$ cat config.mk
export PLATFORM = sky130hd
export DESIGN_NAME = mem_bridge
export DESIGN_NICKNAME = d
export VERILOG_FILES = /design/src/rtl/mem_bridge.sv
export SDC_FILE = /design/constraint.sdc
export NUM_CORES = 1
export LEC_CHECK = 0
export BUFFER_PORTS_ARGS = -buffer_cell sky130_fd_sc_hd__buf_2
export CAP_MARGIN = 40
export CORE_MARGIN = 2
export CORE_UTILIZATION = 45
export DETAILED_ROUTE_END_ITERATION = 10
export GPL_ROUTABILITY_DRIVEN = 0
export GPL_TIMING_DRIVEN = 0
export MAX_ROUTING_LAYER = met4
export PLACE_DENSITY = 0.83
export SETUP_SLACK_MARGIN = 0.2
export SLEW_MARGIN = 25
export SYNTH_ARGS = -nofsm -noshare
export SYNTH_HDL_FRONTEND = slang
export SYNTH_SLANG_ARGS = --single-unit
$ cat constraint.sdc
create_clock -name clk -period 3.5 [get_ports clk]
set_input_delay 0.175 -clock clk [delete_from_list [all_inputs] [get_ports clk]]
set_output_delay 0.175 -clock clk [all_outputs]
set_load 0.1 [all_outputs]
$ cat src/rtl/mem_bridge.sv
// CPU-to-memory bridge: arbitrates instruction fetches and data accesses onto
// one single-port memory, with an ack timeout, a sticky error flag and a stall counter.
module mem_bridge #(
    parameter logic [7:0] MAX_WAIT = 8'd255
) (
    input  logic        clk,
    input  logic        rst,
    input  logic        cpu_if_req,
    input  logic [31:0] cpu_pc,
    output logic [31:0] cpu_inst,
    input  logic        cpu_rd,
    input  logic        cpu_wr,
    input  logic [31:0] cpu_addr,
    input  logic [31:0] cpu_wdata,
    output logic [31:0] cpu_rdata,
    output logic        cpu_stall,
    output logic        mem_req,
    output logic        mem_we,
    output logic [31:0] mem_addr,
    output logic [31:0] mem_wdata,
    input  logic        mem_ack,
    input  logic [31:0] mem_rdata,
    output logic        err,
    output logic [31:0] stall_cnt
);

    typedef enum logic [1:0] {
        IDLE = 2'd0,
        IREQ = 2'd1,
        DREQ = 2'd2,
        RESP = 2'd3
    } state_t;

    state_t      r_state;
    state_t      w_next;
    logic [7:0]  r_wait;
    logic [31:0] r_addr;
    logic [31:0] r_wdata;
    logic [31:0] r_inst;
    logic [31:0] r_rdata;
    logic [31:0] r_stall_cnt;
    logic        r_we;
    logic        r_err;
    logic        w_busy;
    logic        w_start;
    logic        w_data_req;
    logic        w_ack_go;
    logic        w_timeout;

    assign w_data_req = cpu_rd | cpu_wr;
    assign w_busy     = (r_state == IREQ) || (r_state == DREQ);
    assign w_start    = (r_state == IDLE) && (w_next != IDLE);

    // Next-state decode; data accesses win over fetches, timeout when the wait count hits MAX_WAIT.
    always_comb begin
        w_next    = r_state;
        w_ack_go  = 1'b0;
        w_timeout = 1'b0;
        case (r_state)
            IDLE: begin
                if (w_data_req) begin
                    w_next = DREQ;
                end else if (cpu_if_req) begin
                    w_next = IREQ;
                end else begin
                    w_next = IDLE;
                end
            end
            IREQ, DREQ: begin
                if (mem_ack) begin
                    w_ack_go = 1'b1;
                    w_next   = RESP;
                end else if (r_wait == MAX_WAIT) begin
                    w_timeout = 1'b1;
                    w_next    = RESP;
                end else begin
                    w_next = r_state;
                end
            end
            RESP:    w_next = IDLE;
            default: w_next = IDLE;
        endcase
    end

    // State register.
    always_ff @(posedge clk or negedge rst) begin
        if (!rst) begin
            r_state <= IDLE;
        end else begin
            r_state <= w_next;
        end
    end

    // Request latch (held stable for the whole access) and wait counter.
    always_ff @(posedge clk or negedge rst) begin
        if (!rst) begin
            r_addr  <= 32'h0;
            r_wdata <= 32'h0;
            r_we    <= 1'b0;
            r_wait  <= 8'd0;
        end else if (w_start) begin
            r_wait <= 8'd0;
            if (w_data_req) begin
                r_addr  <= {cpu_addr[31:2], 2'b00};
                r_we    <= cpu_wr;
                r_wdata <= cpu_wdata;
            end else begin
                r_addr <= {cpu_pc[31:2], 2'b00};
                r_we   <= 1'b0;
            end
        end else if (w_busy && !w_ack_go && !w_timeout) begin
            r_wait <= r_wait + 8'd1;
        end
    end

    // Result registers: ack loads memory data, timeout loads zero and flags the error.
    always_ff @(posedge clk or negedge rst) begin
        if (!rst) begin
            r_inst  <= 32'h0;
            r_rdata <= 32'h0;
            r_err   <= 1'b0;
        end else if (w_ack_go) begin
            if (r_state == IREQ) begin
                r_inst <= mem_rdata;
            end else if (!r_we) begin
                r_rdata <= mem_rdata;
            end
        end else if (w_timeout) begin
            r_err <= 1'b1;
            if (r_state == IREQ) begin
                r_inst <= 32'h0;
            end else if (!r_we) begin
                r_rdata <= 32'h0;
            end
        end
    end

    // Saturating count of stalled cycles.
    always_ff @(posedge clk or negedge rst) begin
        if (!rst) begin
            r_stall_cnt <= 32'h0;
        end else if (cpu_stall && (r_stall_cnt != 32'hFFFF_FFFF)) begin
            r_stall_cnt <= r_stall_cnt + 32'd1;
        end
    end

    assign cpu_stall = ((r_state == IDLE) && (cpu_rd || cpu_wr || cpu_if_req)) || w_busy;
    assign mem_req   = w_busy;
    assign mem_we    = r_we && (r_state == DREQ);
    assign mem_addr  = r_addr;
    assign mem_wdata = r_wdata;
    assign cpu_inst  = r_inst;
    assign cpu_rdata = r_rdata;
    assign err       = r_err;
    assign stall_cnt = r_stall_cnt;

endmodule

==> results.json, run 1 <==
{
  "cts_tree": "done",
  "crit_arrival_ns": 2.09,
  "synth_top_family_by_area": "compound AO/OA/AOI/OAI gates",
  "async_flop_share": 1.00,
  "synth-simple-area-share": 0.0922,
  "die_height_um": 128,
  "dp.cells": 1030,
  "initial_utilization": 0.460,
  "r2r_start": "r_state[0]",
  "dieArea_sq_um": 16500,
  "final_antenna_net_count": 0,
  "wl_per_cell_um": 17.2,
  "drtIter0Drc": 305,
  "core.rowCount": 45,
  "ys_ff_latch": 170,
  "cts_hold_buf": 63,
  "syn_inst": 548,
  "vias": 5961,
  "synth.mux.area_fraction": 0.0995,
  "post_cts.repair.setup_buffers": 0,
  "avgSynthCellArea_sq_um": 12.7,
  "worst_slew_pin_slew_ns": 0.761,
  "track_usage": 0.242,
  "r2r_end": "stall_cnt[21]",
  "finClkSkew_ns": 0.0116,
  "setup_viol": 0,
  "ios": 298,
  "cts.reportedPaths.clkPinSlew_ns": 0.07,
  "finalHoldViolCount": 0,
  "worstSetupEndpoint": "cpu_stall",
  "grt_pass1_wl_mm": 30.4,
  "ys_seq_area_frac": 0.611,
  "drv_cap": 0,
  "routed_wl_mm": 19.5,
  "coreArea_sq_um": 15100,
  "cts.sinks": 170,
  "nets": 1065,
  "insertion_delay_ns": 0.42,
  "layout_min_cycle_time_ns": 2.27,
  "cp.required_ns": 3.32,
  "antenna_found_initial": 1,
  "crit_fanout": 9,
  "grt_max_degree": 87,
  "cts-htree-levels": 4,
  "finalCritPeriodShare": 0.648,
  "dpl.hpwl_mm": 12.6,
  "fmax_ghz": 0.441,
  "min_path_type": "in -> reg",
  "slew_headroom": 0.492,
  "drive_gt1_frac": 0.399,
  "startpoint": "r_state[0]",
  "dr.pass1.iters": 4,
  "synth_compound_area_frac": 0.119,
  "synth.distinct_cells": 45,
  "cts_made_buffers": 17,
  "ys.flop_type": "dfrtp_1",
  "drv_slew": 0,
  "reg2reg_setup_slack_ns": 1.23,
  "drc": 0,
  "cts_root_buf": "clkbuf_16",
  "critPathLaunchType": "flop",
  "ctsLongestPathBuffers": 2,
  "synth_xor_area_frac": 0.0440,
  "fp.dieW_um": 128,
  "r2r_cells": 8,
  "cts_resized": 0,
  "status": "complete, no violations",
  "yosysWarnings": 0,
  "viasPerCell": 5.28,
  "synthAdderAreaFrac": 0.00898,
  "io_buffers": 291,
  "cp-end-kind": "output pin",
  "synth-edff-count": 0,
  "grt-ovfl-total": 0,
  "layout.cells.non_filler": 1130,
  "areaGrowthSynthToFinish_pct": 43.9,
  "worst-setup-path-type": "reg -> out",
  "grt_pass1_vias": 6096,
  "rsz0062_at_grt": "no",
  "synthesis.area_sq_um": 6960
}
-- flip-flops by register name (all words and copies together), names as in the netlist --
register   cells
cpu_rdata     32
cpu_inst      32
stall_cnt     32
r_wait         8
r_state        2
r_we           1
err            1
mem_addr      30
mem_wdata     32
-- worst max-delay path, stage by stage (launching register included) --
cell and delay [ns]:
dfrtp_1 0.40, inv_1 0.09, ha_1 0.26, o31a_1 0.19, clkbuf_8 0.17, nor2_1 0.06
inv_1 0.08, buf_2 0.43
-- cell type report --
cell class,count,area [sq um]
buffer,34,156
sequential,170,4250
tap,188,235
multi-input combinational,340,2540
inverter,5,18.8
clock buffer,18,439
fill,1114,5120
clock inverter,14,230
timing repair buffer,358,2140
antenna,3,7.51
-- layer usage --
layer	GRT usage	share of wire	up-vias
met5	-	0	-
met4	0.105	0.031	0
met3	0.0524	0.068	52
met2	0.398	0.49	302
met1	0.290	0.41	2867
li1	-	-	2740
-- layout by cell type (no fill, tap or decap), types with 17 or more instances in the layout --
cell / count
dfrtp_1: 170
buf_2: 291
xnor2_1: 23
clkbuf_16: 17
mux2i_1: 31
nor2_1: 47
clkbuf_1: 24
nand3_1: 18
a21oi_1: 33
nand2_1: 17
mux2_2: 34
a22o_1: 64
dlygate4sd3_1: 64
-- worst min-delay path by stage --
stage,cells past startpoint,from,end
finish,2,mem_rdata[5],cpu_rdata[5]
global route,2,mem_rdata[5],cpu_rdata[5]
CTS,2,cpu_wdata[27],mem_wdata[27]
detailed placement,1,rst,mem_wdata[15]
global placement,2,mem_rdata[28],cpu_inst[28]
floorplan,0,rst,cpu_inst[0]
-- kinds of logic (layout without fill, tap and decap cells) --
group	Yosys count	count (layout)
multiplexers	65	65
AND/OR/NAND/NOR	123	123
other	1	5
AO/OA/AOI/OAI	110	110
buffers and inverters	39	429
flip-flops	170	170
adder cells (fa/ha/maj)	5	5
XOR/XNOR	35	35
-- cells in the mapped netlist, drive strengths merged, types with 12 or more instances --
cell type	number	share of area
nand4	15	0.014
clkbuf	25	0.015
a21oi	33	0.024
a22o	64	0.080
xnor2	23	0.029
nand3	18	0.013
nor2	47	0.025
mux2i	31	0.045
nand2	17	0.0092
xor2	12	0.015
mux2	34	0.055
dfrtp	170	0.61
-- through the flow --
| step | instance area, sq um | TNS [ns] | utilization | setup slack [ns] | hold slack (ns) |
|---|---|---|---|---|---|
| 2_1_floorplan | 6970 | 0 | - | 0.817 | -0.121 |
| 3_3_place_gp | 8660 | -49.82 | 0.572 | -0.307 | 0.406 |
| 3_5_place_dp | 8700 | 0 | 0.575 | 1.23 | 0.206 |
| 4_1_cts | 10000 | 0 | 0.660 | 1.20 | 0.00277 |
| 5_1_grt | 10000 | 0 | 0.662 | 1.07 | 0.0125 |
| 6_report | 10000 | 0 | 0.662 | 1.23 | 0.0182 |
Power of run 1 is not shown: default switching activity piles up to over one toggle a cycle in this logic, so the estimate is an artifact.
==> run 2: changes to the inputs <==
==> constraint.sdc (replaced) <==
create_clock -name clk -period 2.2 [get_ports clk]
set_input_delay 0.11 -clock clk [delete_from_list [all_inputs] [get_ports clk]]
set_output_delay 0.11 -clock clk [all_outputs]
set_load 0.1 [all_outputs]
==> run 2 against run 1 <==
Worst setup slack lost 1.1 ns. Non-clock buffer count increased by 49. Core utilization rose by 4.0 points. Design area grew 6.1%. Die area is the same. Clock skew increased by 0.00060 ns. Largest cell class unchanged. Via count grew 5.3%. Count of clock-buffer cells in the layout shrank 1. Critical endpoint is now stall_cnt[30]. Highest routed layer unchanged.
==> results.json, run 2 (synthesis gave the netlist of run 1 again) <==
{
  "cts_made_buffers": 17,
  "fin_tns_setup_ns": 0,
  "critical_path.max_stage_delay_ns": 0.41,
  "worst_path_max_delay_cell": "or3b_1",
  "crit_arrival_ns": 2.37,
  "grt_max_degree": 69,
  "dr.pass1.iters": 5,
  "r2r_start": "r_state[0]",
  "ios": 298,
  "fp.dieW_um": 128,
  "drc": 0,
  "core.rowCount": 45,
  "ctsLongestPathBuffers": 2,
  "coreArea_sq_um": 15100,
  "crit_cells": 9,
  "most-common-layout-cells": "293 x buf_2, 138 x dfrtp_1, 102 x dlygate4sd3_1",
  "pre_cts_ws_ns": 0.0536,
  "cp_top_family": "simple AND/OR/NAND/NOR gates",
  "cts_tree": "done",
  "r2r_end": "stall_cnt[30]",
  "final_common_cell": "buf_2",
  "insertion_delay_ns": 0.42,
  "min_path_cells": 3,
  "critPathLaunchType": "flop",
  "finish.utilization": 0.702,
  "drtIter0Drc": 302,
  "drv_cap": 0,
  "setup_viol": 0,
  "drv_slew": 0,
  "crit_fanout": 6,
  "initial_utilization": 0.460,
  "io_buffers": 291,
  "slew_headroom": 0.522,
  "min_path_type": "in -> reg",
  "areaGrowthSynthToFinish_pct": 52.7,
  "startpoint": "r_state[0]",
  "final_antenna_net_count": 0,
  "grt_pass1_wl_mm": 33.2,
  "grt_pass1_vias": 6536,
  "grt-ovfl-total": 0,
  "finClkSkew_ns": 0.0122,
  "track_usage": 0.268,
  "reg2reg_setup_slack_ns": 0.17,
  "cts-htree-levels": 4,
  "wl_per_cell_um": 18.0,
  "cts.sinks": 170,
  "vias": 6279,
  "viasPerCell": 5.33,
  "path_buf_inv": 3,
  "finalHoldViolCount": 0,
  "status": "complete, no violations",
  "hold_path_end": "mem_addr[14]",
  "dieArea_sq_um": 16500,
  "nets": 1115,
  "fmax_ghz": 0.492,
  "crit_path_cell_trace": "inv_2 -> ha_4 -> o31a_1 -> buf_8 -> o211ai_1 -> or3b_1 -> buf_6 -> nor4_4 -> xor2_1",
  "die_height_um": 128,
  "cp.required_ns": 2.53,
  "worst-setup-path-type": "reg -> reg",
  "dpl.hpwl_mm": 13.6,
  "cts_root_buf": "clkbuf_16",
  "rsz0062_at_grt": "yes",
  "hp-start": "cpu_addr[14]",
  "antenna_found_initial": 0,
  "whs_ns": 0.0149,
  "layout_min_cycle_time_ns": 2.03,
  "drive_gt1_frac": 0.446,
  "cp-end-kind": "flop",
  "r2r_cells": 9,
  "cts.reportedPaths.clkPinSlew_ns": 0.07,
  "finalCritPeriodShare": 0.924,
  "routed_wl_mm": 21.2,
  "worst_slew_pin_slew_ns": 0.716,
  "setup_slack_ns": 0.167
}
run 2: changes by cell type in the layout (fill, tap and decap cells not counted), sizes merged:
cell	change
diode	-2
a21boi	+1
clkbuf	-5
bufinv	-3
clkinv	+2
buf	+15
clkinvlp	+1
dlygate4sd3	+38
run 2: layout make-up:
class	count	area, sq um
clock inverters	14	161
fillers	1033	4510
diodes	1	2.50
inverters	5	22.5
clock buffers	17	425
multi-input cells	341	2620
repair buffers	407	2640
well taps	188	235
plain buffers	34	179
flip-flops and latches	170	4350
run 2: metal layers:
| metal | share of wire | global-route usage | wire (um) | vias to the layer above |
|---|---|---|---|---|
| met5 | 0 | - | 0 | - |
| met4 | 0.036 | 0.124 | 761 | 0 |
| met3 | 0.072 | 0.0582 | 1540 | 58 |
| met2 | 0.51 | 0.458 | 10800 | 313 |
| met1 | 0.38 | 0.300 | 8110 | 3075 |
| li1 | - | - | - | 2833 |
run 2: metrics by stage:
stage               area [sq um]  std cells
global route               10600       1176
detailed placement          8880       1031
global placement            8800       1028
floorplan                   7110        549
CTS                        10600       1169
finish                     10600       1177
run 2: worst max-delay path by stage:
stage	endpoint	slack, ns
after floorplan	stall_cnt[30]	0.15
after global placement	stall_cnt[7]	-2.08
after detailed placement	stall_cnt[30]	0.05
after CTS	stall_cnt[30]	0.17
after global routing	stall_cnt[24]	0.07
final	stall_cnt[30]	0.17
run 2: repair_timing:
item / in CTS / in global routing
gates cloned: 1 / 0
hold endpoints to repair: 219 / 0
pin swaps: 2 / 5
hold buffers: 102 / 0
setup buffers: 4 / 7
endpoints found under the setup margin: 34 / 94
gates resized for setup: 5 / 29
run 2: tightest hold or removal path: cells and delay by family:
family | cells | cell delay (ns)
AOI/OAI and AO/OA | 1 | 0.15
buffers and inverters | 1 | 0.07
muxes | 1 | 0.06
Power of run 2 is left out for the same reason.
